$ cat config.mk
export PLATFORM = sky130hd
export DESIGN_NAME = tinyalu_cmd_sequencer
export DESIGN_NICKNAME = d
export VERILOG_FILES = /design/src/rtl/tinyalu_pkg.sv /design/src/rtl/tinyalu_cmd_fifo.sv /design/src/rtl/tinyalu_cmd_sequencer.sv
export SDC_FILE = /design/constraint.sdc
export NUM_CORES = 1
export LEC_CHECK = 0
export ABC_AREA = 1
export BUFFER_PORTS_ARGS = -buffer_cell sky130_fd_sc_hd__buf_4
export CORE_MARGIN = 4
export CORE_UTILIZATION = 60
export CTS_CLUSTER_SIZE = 40
export DETAILED_ROUTE_END_ITERATION = 8
export PLACE_DENSITY = 0.84
export SYNTH_ARGS = -nofsm -noshare
export SYNTH_HDL_FRONTEND = slang
export SYNTH_SLANG_ARGS = --single-unit
$ cat constraint.sdc
create_clock -name clk -period 6.35 [get_ports clk]
set_clock_uncertainty 0.15 [all_clocks]
set_input_delay 0.635 -clock clk [delete_from_list [all_inputs] [get_ports clk]]
set_output_delay 0.635 -clock clk [all_outputs]
set_load 0.005 [all_outputs]
$ cat src/rtl/tinyalu_pkg.sv
// Shared types for the tiny ALU command path: opcodes, sequencer states, command word.
package tinyalu_pkg;

  typedef enum logic [2:0] {
    OP_NO_OP = 3'b000,
    OP_ADD   = 3'b001,
    OP_AND   = 3'b010,
    OP_XOR   = 3'b011,
    OP_MUL   = 3'b100
  } op_e;

  typedef enum logic [1:0] {
    ST_IDLE,
    ST_ISSUE,
    ST_WAIT,
    ST_RESP
  } state_e;

  typedef struct packed {
    logic [7:0] a;
    logic [7:0] b;
    logic [2:0] op;
  } cmd_t;

  // Codes above MUL have no ALU behaviour and are answered with an error.
  function automatic logic op_is_legal(input logic [2:0] op);
    return op <= 3'(OP_MUL);
  endfunction

endpackage

$ cat src/rtl/tinyalu_cmd_fifo.sv
// Synchronous command FIFO; pop data is the combinational head, flags are registered-pointer derived.
// Wrap bit on each pointer separates full from empty; push ignored when full, pop ignored when empty.
module tinyalu_cmd_fifo
  import tinyalu_pkg::*;
#(
  parameter int DEPTH = 4
) (
  input  logic clk,
  input  logic reset,
  input  logic push,
  input  cmd_t push_data,
  input  logic pop,
  output cmd_t pop_data,
  output logic full,
  output logic empty
);

  localparam int AW = (DEPTH > 1) ? $clog2(DEPTH) : 1;
  localparam logic [AW:0] PTR_INC = (AW + 1)'(1);

  cmd_t        mem [DEPTH];
  logic [AW:0] wr_ptr;
  logic [AW:0] rd_ptr;

  assign empty    = (wr_ptr == rd_ptr);
  assign full     = (wr_ptr[AW] != rd_ptr[AW]) && (wr_ptr[AW-1:0] == rd_ptr[AW-1:0]);
  assign pop_data = mem[rd_ptr[AW-1:0]];

  always_ff @(posedge clk) begin
    if (reset) begin
      wr_ptr <= '0;
      rd_ptr <= '0;
    end else begin
      if (push && !full) begin
        mem[wr_ptr[AW-1:0]] <= push_data;
        wr_ptr              <= wr_ptr + PTR_INC;
      end
      if (pop && !empty) begin
        rd_ptr <= rd_ptr + PTR_INC;
      end
    end
  end

endmodule

$ cat src/rtl/tinyalu_cmd_sequencer.sv
// Buffers ALU commands, issues them one at a time over start/done and returns results on a rsp channel.
// Accept to rsp_valid is 3 cycles plus ALU latency; rsp stalls hold the FSM in RESP and let the FIFO fill.
module tinyalu_cmd_sequencer
  import tinyalu_pkg::*;
#(
  parameter int FIFO_DEPTH = 4,
  parameter int TIMEOUT    = 16
) (
  input  logic        clk,
  input  logic        reset,
  input  logic        cmd_valid,
  output logic        cmd_ready,
  input  logic [7:0]  cmd_a,
  input  logic [7:0]  cmd_b,
  input  logic [2:0]  cmd_op,
  output logic [7:0]  alu_a,
  output logic [7:0]  alu_b,
  output logic [2:0]  alu_op,
  output logic        alu_start,
  input  logic        alu_done,
  input  logic [15:0] alu_result,
  output logic        rsp_valid,
  input  logic        rsp_ready,
  output logic [15:0] rsp_result,
  output logic [2:0]  rsp_op,
  output logic        rsp_err
);

  localparam int             CNT_W   = (TIMEOUT > 2) ? $clog2(TIMEOUT) : 1;
  localparam logic [CNT_W-1:0] CNT_MAX = CNT_W'(TIMEOUT - 1);
  localparam logic [CNT_W-1:0] CNT_INC = CNT_W'(1);

  state_e           state;
  logic [CNT_W-1:0] tmo_cnt;
  cmd_t             push_data;
  cmd_t             head;
  logic             full;
  logic             empty;
  logic             pop;

  assign push_data = '{a: cmd_a, b: cmd_b, op: cmd_op};
  assign cmd_ready = !full;
  assign pop       = (state == ST_IDLE) && !empty;

  tinyalu_cmd_fifo #(
    .DEPTH (FIFO_DEPTH)
  ) u_fifo (
    .clk       (clk),
    .reset     (reset),
    .push      (cmd_valid),
    .push_data (push_data),
    .pop       (pop),
    .pop_data  (head),
    .full      (full),
    .empty     (empty)
  );

  always_ff @(posedge clk) begin
    if (reset) begin
      state      <= ST_IDLE;
      tmo_cnt    <= '0;
      alu_a      <= '0;
      alu_b      <= '0;
      alu_op     <= '0;
      alu_start  <= 1'b0;
      rsp_valid  <= 1'b0;
      rsp_result <= '0;
      rsp_op     <= '0;
      rsp_err    <= 1'b0;
    end else begin
      case (state)
        ST_IDLE: begin
          if (!empty) begin
            alu_a  <= head.a;
            alu_b  <= head.b;
            alu_op <= head.op;
            state  <= ST_ISSUE;
          end
        end

        ST_ISSUE: begin
          tmo_cnt <= '0;
          if (alu_op == OP_NO_OP || !op_is_legal(alu_op)) begin
            // Answered locally; the ALU never sees these codes.
            rsp_result <= '0;
            rsp_err    <= (alu_op != OP_NO_OP);
            rsp_op     <= alu_op;
            rsp_valid  <= 1'b1;
            state      <= ST_RESP;
          end else begin
            alu_start <= 1'b1;
            state     <= ST_WAIT;
          end
        end

        ST_WAIT: begin
          if (alu_done) begin
            // Done is checked first so a result on the final cycle still counts.
            alu_start  <= 1'b0;
            rsp_result <= alu_result;
            rsp_err    <= 1'b0;
            rsp_op     <= alu_op;
            rsp_valid  <= 1'b1;
            state      <= ST_RESP;
          end else if (tmo_cnt == CNT_MAX) begin
            alu_start  <= 1'b0;
            rsp_result <= '0;
            rsp_err    <= 1'b1;
            rsp_op     <= alu_op;
            rsp_valid  <= 1'b1;
            state      <= ST_RESP;
          end else begin
            tmo_cnt <= tmo_cnt + CNT_INC;
          end
        end

        ST_RESP: begin
          // alu_op stays put here: the ALU selects its result path on op[2].
          if (rsp_ready) begin
            rsp_valid <= 1'b0;
            state     <= ST_IDLE;
          end
        end

        default: state <= ST_IDLE;
      endcase
    end
  end

endmodule

-- Word level (Yosys, flattened, before mapping)
Memory sizes are Yosys's and may differ from the RTL's. A register that Yosys moved wholly into a read port is not among the register bits.
Cells that the tools add are included.
- add/subtract/negate cells: 3
- magnitude comparators: 1
- equality and inequality tests: 14
- muxes and demuxes: 32
- bitwise gates (word level): 1
- reduce and logical (&&, ||, !) cells: 19
- operators by type and width (operator ; count):
    16-bit two-way mux ; 3
    16-bit case mux with 2 select lines ; 1
    1-bit two-way mux ; 13
    2-bit inequality test (second input constant) ; 6
    3-bit AND reduction ; 4
    3-bit two-way mux ; 3
    2-bit two-way mux ; 4
    4-bit two-way mux ; 2
    2-bit case mux with 4 select lines ; 1
    4-bit case mux with 2 select lines ; 1
    3-bit by 1-bit adder with 3-bit output (second input constant) ; 2
    3-bit case mux with 2 select lines ; 1
    3-bit nonzero test ; 2
    4-bit by 1-bit adder with 4-bit output (second input constant) ; 1
    2-bit == test (second input constant) ; 2
    4-bit == test (second input constant) ; 1
    1-bit logical AND ; 4
    1-bit case mux with 2 select lines ; 2
    4-bit AND reduction ; 1
    3-bit == test ; 1
    3-bit <= comparator (second input constant) ; 1
    1-bit zero test ; 3
    3-bit zero test ; 1
    3-bit inequality test (second input constant) ; 1
    other kinds (9) ; 9
- register bits after elaboration: 34
- memory bits (writable): 76
- input port bits: 40
- output and inout port bits: 42
- word-level logic and storage cells: 80
- memories kept: 1
- memories (memory ; words ; bits a word ; rd ports ; clocked after Yosys merged registers in ; wr ports ; line ; source):
    u_fifo.mem ; 4 ; 19 ; 1 ; 1 ; 1 ; tinyalu_cmd_fifo.sv:21 ; cmd_t mem [DEPTH];

-- Logic depth before layout (Yosys ltp)
Gate-level depths: netlist of the first run.
- depth in word-level cells: 7
- depth in mapped cells: 10
- mapped depth without buffers: 9

-- Modules after synthesis
Synthesis of the first run repeated with hierarchy kept, for this count alone.
- cell total of the unflattened synthesis: 557
- area total of the unflattened synthesis: 5451.5 µm²
- by module, submodules not included (module ; instances ; cells each ; area each (µm²) ; seq. area each (µm²)):
    tinyalu_cmd_fifo ; 1 ; 259 ; 3321.9 ; 2442.3
    tinyalu_cmd_sequencer ; 1 ; 298 ; 2129.5 ; 940.9

-- Least setup slack after synthesis of the first run
Ideal clock, no wire load.
- kind: input -> register
- start point: input port reset
- end point: memory u_fifo.mem[0][0] (netlist name) (enable)
- library setup time: 395 ps
- data arrival time: 1943 ps
- required time: 5805 ps
- setup slack: 3862 ps
- stages: 5
- path buffers: 2
- path through: clkbuf_1 inv_1 buf_2 nand2_1 nor2_1
- cells in the longest elaborated chain, start to end: 2
- ends and longest elaborated chain (what ; line ; source):
    start, declared ; tinyalu_cmd_sequencer.sv:10 ; input logic reset,
    1-bit two-way mux ; tinyalu_cmd_fifo.sv:30 ; if (reset) begin
    1-bit two-way mux (implied by the code) ; tinyalu_cmd_fifo.sv:35 ; mem[wr_ptr[AW-1:0]] <= push_data;
    end, declared ; tinyalu_cmd_fifo.sv:21 ;
No other way between the ends.

-- Final worst setup path of the first run
- start point: register u_fifo.rd_ptr[0]
- end point: memory u_fifo.mem[2][7] (netlist name) (enable)
- cells in the longest elaborated chain, start to end: 7
- ends and longest elaborated chain (what ; line ; source):
    start, declared ; tinyalu_cmd_fifo.sv:23 ; logic [AW:0] rd_ptr;
    start signal, assigned ; tinyalu_cmd_fifo.sv:39 ; rd_ptr <= rd_ptr + PTR_INC;
    2-bit == test ; tinyalu_cmd_fifo.sv:26 ; assign full = (wr_ptr[AW] != rd_ptr[AW]) && (wr_ptr[AW-1:0] == rd_ptr[AW-1:0]);
    1-bit logical AND ; tinyalu_cmd_fifo.sv:26 ;
    1-bit zero test ; tinyalu_cmd_fifo.sv:34 ; if (push && !full) begin
    1-bit logical AND ; tinyalu_cmd_fifo.sv:34 ;
    1-bit two-way mux ; tinyalu_cmd_fifo.sv:34 ;
    1-bit two-way mux ; tinyalu_cmd_fifo.sv:30 ;
    1-bit two-way mux (implied by the code) ; tinyalu_cmd_fifo.sv:35 ;
No other way between the ends.

==> key figures, run 1 <==
Final layout
  • Nets@finish: 644
  • Area growth from synthesis to layout: 23.61%
  • Ratio of cells with drive above 1 in the final layout: 20.83%
  • # fillers: 506
  • Finished Layout Cells: 710
  • ANT cells: 0
  • Final instance area: 0.006380 mm²

Clock tree
  • Hold_buf cts: 0
  • Postcts setup bufs: 0
  • Max H-tree Level: 4
  • Clk_lat worst skew: 0.50 ns
  • Num CTS Buffers: 17
  • CTS Root Cell: clkbuf_8
  • Post_cts resized: 0
  • Buffers from clock root to sink, at most: 2
  • Reg clk slew, reported paths: 0.06 ns
  • Clock sink count: 129
  • CTS tree: built

Setup path
  • Critical Path Start Type: register
  • CP max FO: 42
  • CP startpoint: u_fifo.rd_ptr[0]
  • Reg2Reg Depth: 8
  • Crit path capture type: register
  • Data required time of the worst path: 6.40 ns
  • WP data arrival: 2.78 ns
  • Worst R2R Start: u_fifo.rd_ptr[0]
  • CP Class: register to register

STA
  • Fmax: 0.3667 GHz
  • RSZ-0062 raised after global routing: false
  • Crit path time final: 2.727 ns
  • Setup violators final: 0
  • Final Hold Fails: 0
  • Worst-Margin Slew: 0.7771 ns
  • Hold slack: 0.1762 ns
  • Setup TNS Final: 0 ns
  • Final WS setup: 3.623 ns
  • Slew margin rel.: 48.13%
  • Slew Viols, Final: 0
  • Fin crit share: 42.94%

Synth
  • Synth warn: 0
  • Syn Nets: 565
  • Area leader, netlist: edfxtp_1
  • Cells after Synth: 513
  • Share of the synthesized area in the top cell type: 44.22%
  • Synth unique cells: 24
  • Cell with the most instances after synthesis: nor2_1
  • Seq/Total Area, Yosys: 64.78%
  • Synth top area cells: edfxtp_1, dfxtp_1, nor2_1
  • Post-synth top cells: nor2_1, edfxtp_1, dfxtp_1
  • Flops & latches, synth: 129
  • Post-synthesis instance area: 0.005161 mm²
  • Number of flops mapped to enable cells by yosys: 76
  • Async SR Flop Fraction: 0%
  • Top FF cell, synth: edfxtp_1
  • Syn avg cell area: 10.06 µm²

Pwr
  • Internal: 1.902 mW
  • Worst vdd ir: 0.0002847 V
  • Clock network power share: 31.5%
  • Switching part of the total: 34.72%
  • Static Leak: 2.529 nW
  • Seq pwr share: 36.5%
  • Psw: 1.011 mW
  • Comb power frac: 32.0%
  • Power per cell area: 456.6 mW/mm²

Min path
  • Hold Path Depth: 1
  • Hold Path Class: primary input to register
  • Hold_sp: cmd_b[1]

Floorplanning
  • Die area: 0.01015 mm²
  • Ports: 82
  • Core Box Area: 0.008299 mm²
  • Die span in y: 100.7 µm
  • Die Width: 100.7 µm
  • Row count: 33
  • Initial Util: 62.19%

Route
  • Via count: 3909
  • DR pass1 iterations: 5
  • Drc violations: 0
  • WL final: 10880 µm
  • First DRT Iteration DRCs: 268
  • DR vias/cell: 5.506
  • Post-DRT Antenna Nets: 0
  • DR WL/cell: 15.33 µm

Place
  • PortBufs: 81
  • Placement-stage cell area: 0.005796 mm²
  • DP Worst Slack: 3.339 ns
  • GP Congestion: 0.8291
  • DP Cell Count: 678
  • Dpl hpwl: 6964 µm

Global route
  • Pin count of the biggest net entering global routing: 43
  • Vias in the first global route: 3731
  • GRT Resource Usage Total: 21.94%
  • Global route overflow: 0
  • Global-route wire length before repair: 17180 µm
  • Initial antenna violation count: 0

Job
  • Max-cap violations: 0

Outcome
  • Status: complete, no violations
## power groups by stage
stage	clock (mW)	sequential, mW	combinational, mW
after global placement	0	1.07	0.890
after floorplan	0	1.08	0.666
final	0.919	1.06	0.931
after CTS	0.922	1.06	0.934
after detailed placement	0	1.08	0.917
after global routing	0.965	1.08	1.06
## worst max-delay path: stages, from the launching register on
cell and delay, ns:
dfxtp_1 0.32, buf_4 0.36, xnor2_1 0.21, nand3b_1 0.18, nand2_2 0.11, inv_2 0.09, nand2_1 0.10, nor2_1 0.59
buf_4 0.32
## cells in the final DEF, fill, tap and decap left out, types with 3 or more instances in the layout
cell type,n
buf_4,87
a21oi_1,28
edfxtp_1,76
nor2_1,119
inv_2,4
nand3_1,26
o21ai_0,43
dfxtp_1,53
clkinv_2,4
clkbuf_8,3
clkinv_4,3
nand2_1,48
o21ai_1,43
ha_1,12
inv_1,21
clkbuf_16,19
## flip-flops by register name (all words and copies together), names as in the netlist
signal	count
alu_a	8
alu_b	8
alu_op	3
alu_start	1
rsp_err	1
rsp_op	3
rsp_result	16
rsp_valid	1
state	2
tmo_cnt	4
u_fifo.mem	76
u_fifo.rd_ptr	3
u_fifo.wr_ptr	3
## routing by layer
| layer | up-vias | part of all wire [%] | track usage (%) |
|---|---|---|---|
| met4 | 0 | 2.3 | 9.534 |
| li1 | 1900 | - | - |
| met5 | - | 0 | 0 |
| met2 | 134 | 50 | 37.77 |
| met3 | 28 | 6.3 | 5.329 |
| met1 | 1847 | 41 | 26.12 |
## cells by family (layout without fill, tap and decap cells)
kind of cell             Yosys count  in the layout  synth area share, %
buffers and inverters             53            145                4.800
adder cells (fa/ha/maj)           12             12                2.909
AND/OR/NAND/NOR                  199            199                15.49
XOR/XNOR                           4              4               0.6789
flip-flops                       129            129                64.78
AO/OA/AOI/OAI                    116            116                11.35
## final timing paths
check                                         to  slack (ns)
worst max register to register  u_fifo.mem[2][7]        3.62
worst min register to register     rsp_result[3]        0.32
worst max-delay path            u_fifo.mem[2][7]        3.62
worst min-delay path            u_fifo.mem[1][4]        0.18
## metrics by stage
stage	utilization, %	power [mW]
2_1_floorplan	-	1.749
3_3_place_gp	69.83	1.965
3_5_place_dp	69.83	1.998
4_1_cts	76.87	2.920
5_1_grt	76.87	3.098
6_report	76.87	2.913
## layout make-up
| class | instances | area, µm² | share of cell area, % |
|---|---|---|---|
| clock buffer | 22 | 516.7 | 8.100 |
| inverter | 26 | 97.59 | 1.530 |
| tap | 105 | 131.4 | 2.059 |
| sequential | 129 | 3343 | 52.40 |
| timing repair buffer | 87 | 653.1 | 10.24 |
| multi-input combinational | 331 | 1570 | 24.61 |
| clock inverter | 10 | 67.56 | 1.059 |
(Power assumes the default switching activity.)
==> run 2, diff against run 1 <==
--- a/config.mk
+++ b/config.mk
@@ -8,10 +8,10 @@
 export ABC_AREA = 1
 export BUFFER_PORTS_ARGS = -buffer_cell sky130_fd_sc_hd__buf_4
 export CORE_MARGIN = 4
-export CORE_UTILIZATION = 60
+export CORE_UTILIZATION = 56
 export CTS_CLUSTER_SIZE = 40
 export DETAILED_ROUTE_END_ITERATION = 8
-export PLACE_DENSITY = 0.84
+export PLACE_DENSITY = 0.79
 export SYNTH_ARGS = -nofsm -noshare
 export SYNTH_HDL_FRONTEND = slang
 export SYNTH_SLANG_ARGS = --single-unit
==> constraint.sdc (replaced) <==
create_clock -name clk -period 2.79 [get_ports clk]
set_clock_uncertainty 0.15 [all_clocks]
set_input_delay 0.279 -clock clk [delete_from_list [all_inputs] [get_ports clk]]
set_output_delay 0.279 -clock clk [all_outputs]
set_load 0.005 [all_outputs]
==> run 2 against run 1 <==
Net effect: first-iteration DRC count rose by 11%; clock power increased by 120%; die area increased by 6.6%; worst hold slack worse by 0.11 ns; core utilization up 1.3 points; global-route usage is 1.7 points higher; fmax grew 7.5%; final cell count increased by 8.6%; largest power group unchanged; highest routed layer unchanged.
==> key figures, run 2 (synthesis gave the netlist of run 1 again) <==
Outcome
  • Status: complete, no violations (unchanged)

Setup path
  • CP max FO: 21 (was 42)
  • WP data arrival: 2.85 ns (was 2.78 ns)
  • Data required time of the worst path: 3.11 ns (was 6.40 ns)
  • Critical Path Start Type: register (unchanged)
  • Crit path capture type: register (unchanged)
  • CP Class: register to register (unchanged)

Floorplanning
  • Row count: 34 (was 33)
  • Initial Util: 58.33% (was 62.19%)
  • Die Width: 104 µm (was 100.7 µm)
  • Die span in y: 104 µm (was 100.7 µm)
  • Ports: 82 (unchanged)
  • Die area: 0.01082 mm² (was 0.01015 mm²)
  • Core Box Area: 0.008848 mm² (was 0.008299 mm²)

Global route
  • Vias in the first global route: 4085 (was 3731)
  • Global route overflow: 0 (unchanged)
  • GRT Resource Usage Total: 23.67% (was 21.94%)
  • Global-route wire length before repair: 20120 µm (was 17180 µm)
  • Initial antenna violation count: 0 (unchanged)
  • Pin count of the biggest net entering global routing: 42 (was 43)

Clock tree
  • Clk_lat worst skew: 0.52 ns (was 0.50 ns)
  • Buffers from clock root to sink, at most: 2 (unchanged)
  • CTS Root Cell: clkbuf_8 (unchanged)
  • CTS tree: built (unchanged)
  • Reg clk slew, reported paths: 0.06 ns (about the same)
  • Num CTS Buffers: 17 (unchanged)
  • Max H-tree Level: 4 (unchanged)
  • Postcts setup bufs: 0 (unchanged)
  • Clock sink count: 129 (unchanged)
  • Post_cts resized: 0 (unchanged)

Final layout
  • Max reg flops: 76 (unchanged)
  • Final instance area: 0.006919 mm² (was 0.006380 mm²)
  • Reg area: 0.003343 mm² (unchanged)
  • Nets@finish: 702 (was 644)
  • ANT cells: 0 (unchanged)
  • Commonest non-fill, non-tap cell in the layout: nor2_1 (unchanged)
  • # fillers: 523 (was 506)
  • Most frequent cells in the layout: nor2_1, buf_4, edfxtp_1, dlygate4sd3_1, dfxtp_1 (was nor2_1, buf_4, edfxtp_1, dfxtp_1, nand2_1)
  • Ratio of cells with drive above 1 in the final layout: 19.46% (was 20.83%)
  • Multi-input gate area: 0.001570 mm² (unchanged)
  • Area growth from synthesis to layout: 34.06% (was 23.61%)
  • Utilization after layout: 78.20% (was 76.87%)
  • Finished Layout Cells: 771 (was 710)

Route
  • DR WL/cell: 16.35 µm (was 15.33 µm)
  • DR pass1 iterations: 5 (unchanged)
  • WL final: 12610 µm (was 10880 µm)
  • Post-DRT Antenna Nets: 0 (unchanged)
  • Via count: 4222 (was 3909)
  • DR vias/cell: 5.476 (was 5.506)
  • Drc violations: 0 (unchanged)
  • First DRT Iteration DRCs: 297 (was 268)

Place
  • DP Cell Count: 685 (was 678)
  • Placement-stage cell area: 0.005829 mm² (was 0.005796 mm²)
  • DP Worst Slack: 0.6803 ns (was 3.339 ns)
  • PortBufs: 81 (unchanged)
  • Dpl hpwl: 7288 µm (was 6964 µm)
  • GP Congestion: 0.7889 (was 0.8291)

STA
  • Fin crit share: 90.96% (was 42.94%)
  • Final WS setup: 0.2522 ns (was 3.623 ns)
  • Slew margin rel.: 56.86% (was 48.13%)
  • RSZ-0062 raised after global routing: false (unchanged)
  • Crit path time final: 2.538 ns (was 2.727 ns)
  • Slew Viols, Final: 0 (unchanged)
  • Final Hold Fails: 0 (unchanged)
  • Setup TNS Final: 0 ns (unchanged)
  • Worst-Margin Slew: 0.6461 ns (was 0.7771 ns)
  • Hold slack: 0.06971 ns (was 0.1762 ns)
  • Setup violators final: 0 (unchanged)
  • Fmax: 0.3940 GHz (was 0.3667 GHz)

Job
  • Max-cap violations: 0 (unchanged)

Pwr
  • Power Total: 6.706 mW (was 2.913 mW)
  • Worst vdd ir: 0.0005945 V (was 0.0002847 V)
  • Power per cell area: 969.2 mW/mm² (was 456.6 mW/mm²)
  • Static Leak: 2.774 nW (was 2.529 nW)

Min path
  • Hold Path Class: primary input to register (unchanged)
## run 2: changes by cell type in the layout (fill, tap and decap cells not counted), moves of 3 or more
cell	delta
buf_4	+4
clkinv_2	-3
dlygate4sd3_1	+54
clkbuf_16	-3
clkinvlp_4	+6
## run 2: path summary, 6_finish.rpt
check / endpoint / start / slack, ns / cells after the start
worst max-delay path: rsp_result[11] / state[0] / 0.25 / 9
worst min-delay path: alu_start / alu_done / 0.07 / 6
worst max register to register: rsp_result[11] / state[0] / 0.25 / 9
worst min register to register: alu_start / alu_start / 0.32 / 2
## run 2: critical path, stage by stage, from the launching register on
cell and delay [ns]:
dfxtp_1 0.34, inv_1 0.15, ha_1 0.28, inv_1 0.15
o21ai_1 0.14, nand2_1 0.10, inv_2 0.27, nand3_1 0.16
a21oi_1 0.18, dlygate4sd3_1 0.58
## run 2: area by class of cell
cell class / instances / area share, %
repair buffers: 145 / 17.69
clock buffers: 17 / 5.986
flip-flops and latches: 129 / 48.32
inverters: 26 / 1.410
multi-input cells: 331 / 22.69
clock inverters: 15 / 1.953
well taps: 108 / 1.953
## run 2: metal layers
layer  track usage, %  share of wire (%)  up-vias
met3            7.263                7.4       22
met1            28.98                 41     2003
met2            39.18                 50      181
li1                 -                  -     2016
met4            9.497                1.7        0
met5                0                  0        -
## run 2: what timing repair did
| item | 4_1_cts | 5_1_grt |
|---|---|---|
| setup endpoints to repair | 0 | 0 |
| hold buffers | 54 | 0 |
| endpoints found under the hold margin | 101 | 0 |
## run 2: power by group
| group | switching (mW) | internal, mW |
|---|---|---|
| sequential | 0.182 | 2.28 |
| clock | 0.852 | 1.19 |
| combinational | 1.40 | 0.813 |
==> run 3, diff against run 2 <==
--- a/config.mk
+++ b/config.mk
@@ -5,13 +5,13 @@
 export SDC_FILE = /design/constraint.sdc
 export NUM_CORES = 1
 export LEC_CHECK = 0
-export ABC_AREA = 1
 export BUFFER_PORTS_ARGS = -buffer_cell sky130_fd_sc_hd__buf_4
 export CORE_MARGIN = 4
 export CORE_UTILIZATION = 56
 export CTS_CLUSTER_SIZE = 40
 export DETAILED_ROUTE_END_ITERATION = 8
 export PLACE_DENSITY = 0.79
+export REMOVE_ABC_BUFFERS = 1
 export SYNTH_ARGS = -nofsm -noshare
 export SYNTH_HDL_FRONTEND = slang
 export SYNTH_SLANG_ARGS = --single-unit
==> run 3 against run 2 <==
Net effect: first-iteration DRC count decreased by 60%; critical endpoint is now rsp_result[10]; largest power group unchanged; combinational power fell by 16%; fmax rose by 19%; critical path depth is 2 lower; worst hold slack worse by 0.027 ns; global-route usage shrank 2.6 points; synthesized cell count decreased by 32%; routed wire length shrank 17%.
==> key figures, run 3 <==
Final layout
  • Nets@finish: 529 (was 702)
  • Commonest non-fill, non-tap cell in the layout: buf_4 (was nor2_1)
  • Area growth from synthesis to layout: 34.16% (was 34.06%)
  • Most frequent cells in the layout: buf_4, edfxtp_1, dfxtp_1, dlygate4sd3_1, nor2_1 (was nor2_1, buf_4, edfxtp_1, dlygate4sd3_1, dfxtp_1)
  • ANT cells: 0 (unchanged)
  • Ratio of cells with drive above 1 in the final layout: 29.80% (was 19.46%)
  • Max reg flops: 76 (unchanged)

Global route
  • Vias in the first global route: 3296 (was 4085)
  • Initial antenna violation count: 0 (unchanged)
  • GRT Resource Usage Total: 21.07% (was 23.67%)
  • Global-route wire length before repair: 16520 µm (was 20120 µm)
  • Pin count of the biggest net entering global routing: 57 (was 42)
  • Global route overflow: 0 (unchanged)

Setup path
  • Slowest-stage cell, CP: dfxtp_1 (was dlygate4sd3_1)
  • CP Class: register to register (unchanged)
  • WP data arrival: 2.41 ns (was 2.85 ns)
  • CP max FO: 32 (was 21)
  • Worst path cell trace: nor2_1 > ha_1 > and2_1 > a211oi_4 > buf_4 > nand3_1 > o21ai_0 (was inv_1 > ha_1 > inv_1 > o21ai_1 > nand2_1 > inv_2 > nand3_1 > a21oi_1 > dlygate4sd3_1)
  • Data required time of the worst path: 3.07 ns (was 3.11 ns)
  • Critical Path Max Stage Delay: 0.41 ns (was 0.58 ns)
  • Critical Path Start Type: register (unchanged)
  • Crit path capture type: register (unchanged)

STA
  • Final WS setup: 0.6578 ns (was 0.2522 ns)
  • Crit path time final: 2.132 ns (was 2.538 ns)
  • Worst-Margin Slew: 0.5736 ns (was 0.6461 ns)
  • Slew Viols, Final: 0 (unchanged)
  • Final Hold Fails: 0 (unchanged)
  • RSZ-0062 raised after global routing: false (unchanged)
  • Fmax: 0.4690 GHz (was 0.3940 GHz)
  • Setup violators final: 0 (unchanged)
  • Hold slack: 0.04251 ns (was 0.06971 ns)
  • Fin crit share: 76.42% (was 90.96%)
  • Slew margin rel.: 61.76% (was 56.86%)

Place
  • Dpl hpwl: 6103 µm (was 7288 µm)
  • GP Congestion: 0.8431 (was 0.7889)
  • DP Worst Slack: 0.6863 ns (was 0.6803 ns)
  • PortBufs: 81 (unchanged)

Route
  • First DRT Iteration DRCs: 118 (was 297)
  • DR pass1 iterations: 4 (was 5)
  • Drc violations: 0 (unchanged)
  • DR vias/cell: 5.425 (was 5.476)
  • WL final: 10490 µm (was 12610 µm)
  • Post-DRT Antenna Nets: 0 (unchanged)
  • Via count: 3244 (was 4222)
  • DR WL/cell: 17.54 µm (was 16.35 µm)

Pwr
  • Static Leak: 2.665 nW (was 2.774 nW)
  • Worst vdd ir: 0.0007687 V (was 0.0005945 V)
  • Power Total: 6.395 mW (was 6.706 mW)
  • Power per cell area: 938.3 mW/mm² (was 969.2 mW/mm²)

Clock tree
  • Clk_lat worst skew: 0.51 ns (was 0.52 ns)
  • Post_cts resized: 0 (unchanged)
  • Postcts setup bufs: 0 (unchanged)
  • Reg clk slew, reported paths: 0.06 ns (about the same)
  • Max H-tree Level: 4 (unchanged)
  • Clock sink count: 129 (unchanged)
  • CTS Root Cell: clkbuf_8 (unchanged)
  • Num CTS Buffers: 17 (unchanged)
  • Buffers from clock root to sink, at most: 2 (unchanged)
  • CTS tree: built (unchanged)

Floorplanning
  • Die span in y: 103.2 µm (was 104 µm)
  • Row count: 34 (unchanged)
  • Initial Util: 57.97% (was 58.33%)
  • Ports: 82 (unchanged)
  • Core Box Area: 0.008763 mm² (was 0.008848 mm²)
  • Die Width: 103.2 µm (was 104 µm)
  • Die area: 0.01066 mm² (was 0.01082 mm²)

Synth
  • Top FF cell, synth: edfxtp_1 (unchanged)
  • Area leader, netlist: edfxtp_1 (unchanged)
  • Synth top area cells: edfxtp_1, dfxtp_1, mux4_2 (was edfxtp_1, dfxtp_1, nor2_1)
  • Synth unique cells: 39 (was 24)
  • Cell with the most instances after synthesis: edfxtp_1 (was nor2_1)
  • Number of flops mapped to enable cells by yosys: 76 (unchanged)
  • Post-synth top cells: edfxtp_1, dfxtp_1, nor2_1 (was nor2_1, edfxtp_1, dfxtp_1)
  • Async SR Flop Fraction: 0% (unchanged)
  • Post-synthesis instance area: 0.005080 mm² (was 0.005161 mm²)
  • Cells after Synth: 347 (was 513)
  • Syn avg cell area: 14.64 µm² (was 10.06 µm²)
  • Flops & latches, synth: 129 (unchanged)
  • Synth warn: 0 (unchanged)
  • Seq/Total Area, Yosys: 65.81% (was 64.78%)
  • Share of the synthesized area in the top cell type: 44.93% (was 44.22%)

Job
  • Max-cap violations: 0 (unchanged)

Min path
  • Hold Path Class: primary input to register (unchanged)

Outcome
  • Status: complete, no violations (unchanged)
==> run 3: repair_timing <==
item / in CTS / in global routing
endpoints found under the hold margin: 93 / 0
setup endpoints to repair: 0 / 0
hold buffers: 36 / 0
==> run 3: path summary, 6_finish.rpt <==
| path | startpoint | depth (start not counted) | slack [ns] | endpoint |
|---|---|---|---|---|
| setup / recovery | alu_op[0] | 7 | 0.66 | rsp_result[10] |
| hold / removal | alu_done | 4 | 0.04 | tmo_cnt[2] |
| setup reg to reg | alu_op[0] | 7 | 0.66 | rsp_result[10] |
| hold reg to reg | rsp_result[12] | 2 | 0.33 | rsp_result[12] |
==> run 3: area by class of cell <==
cell class	count	area, µm²
clock buffer	23	510.5
clock inverter	9	92.59
fill	487	1948
inverter	10	37.54
multi-input combinational	192	1627
sequential	129	3344
tap	108	135.1
timing repair buffer	127	1069
==> run 3: per-stage QoR <==
| step | std cells | setup TNS, ns | instance area [µm²] | util [%] |
|---|---|---|---|---|
| 2_1_floorplan | 331 | -0.6327 | 5007 | - |
| 3_3_place_gp | 530 | 0 | 5852 | 66.78 |
| 3_5_place_dp | 530 | 0 | 5852 | 66.78 |
| 4_1_cts | 598 | 0 | 6815 | 77.77 |
| 5_1_grt | 598 | 0 | 6815 | 77.77 |
| 6_report | 598 | 0 | 6815 | 77.77 |
==> run 3: cells by family after synthesis <==
| kind of cell | share of synthesized area, % |
|---|---|
| flops | 65.81 |
| simple gates | 8.769 |
| xor+xnor | 1.503 |
| mux | 13.55 |
| fa+ha+maj | 2.956 |
| compound gates | 5.246 |
| buf+inv | 2.167 |
==> run 3: worst max-delay path, delay by kind of cell, from the launching register on <==
kind / cells / cell delay (ns)
adder cells (fa/ha/maj): 1 / 0.28
buffers and inverters: 1 / 0.35
flip-flops: 1 / 0.41
AO/OA/AOI/OAI: 2 / 0.48
AND/OR/NAND/NOR: 3 / 0.38
==> run 3: power breakdown <==
group	total (mW)	switching, mW	internal (mW)
Combinational	1.85	0.940	0.910
Clock	2.18	0.805	1.37
Sequential	2.37	0.134	2.23
==> run 3: metal layers <==
metal  vias to the layer above  GRT usage (%)  share of wire, %  routed length [µm]
met4                         0          6.574               1.1                 119
met5                         -              0                 0                   0
met3                        13          6.170               7.0                 739
met2                       108          36.01                50                5237
met1                      1569          26.00                42                4394
li1                       1554              -                 -                   -
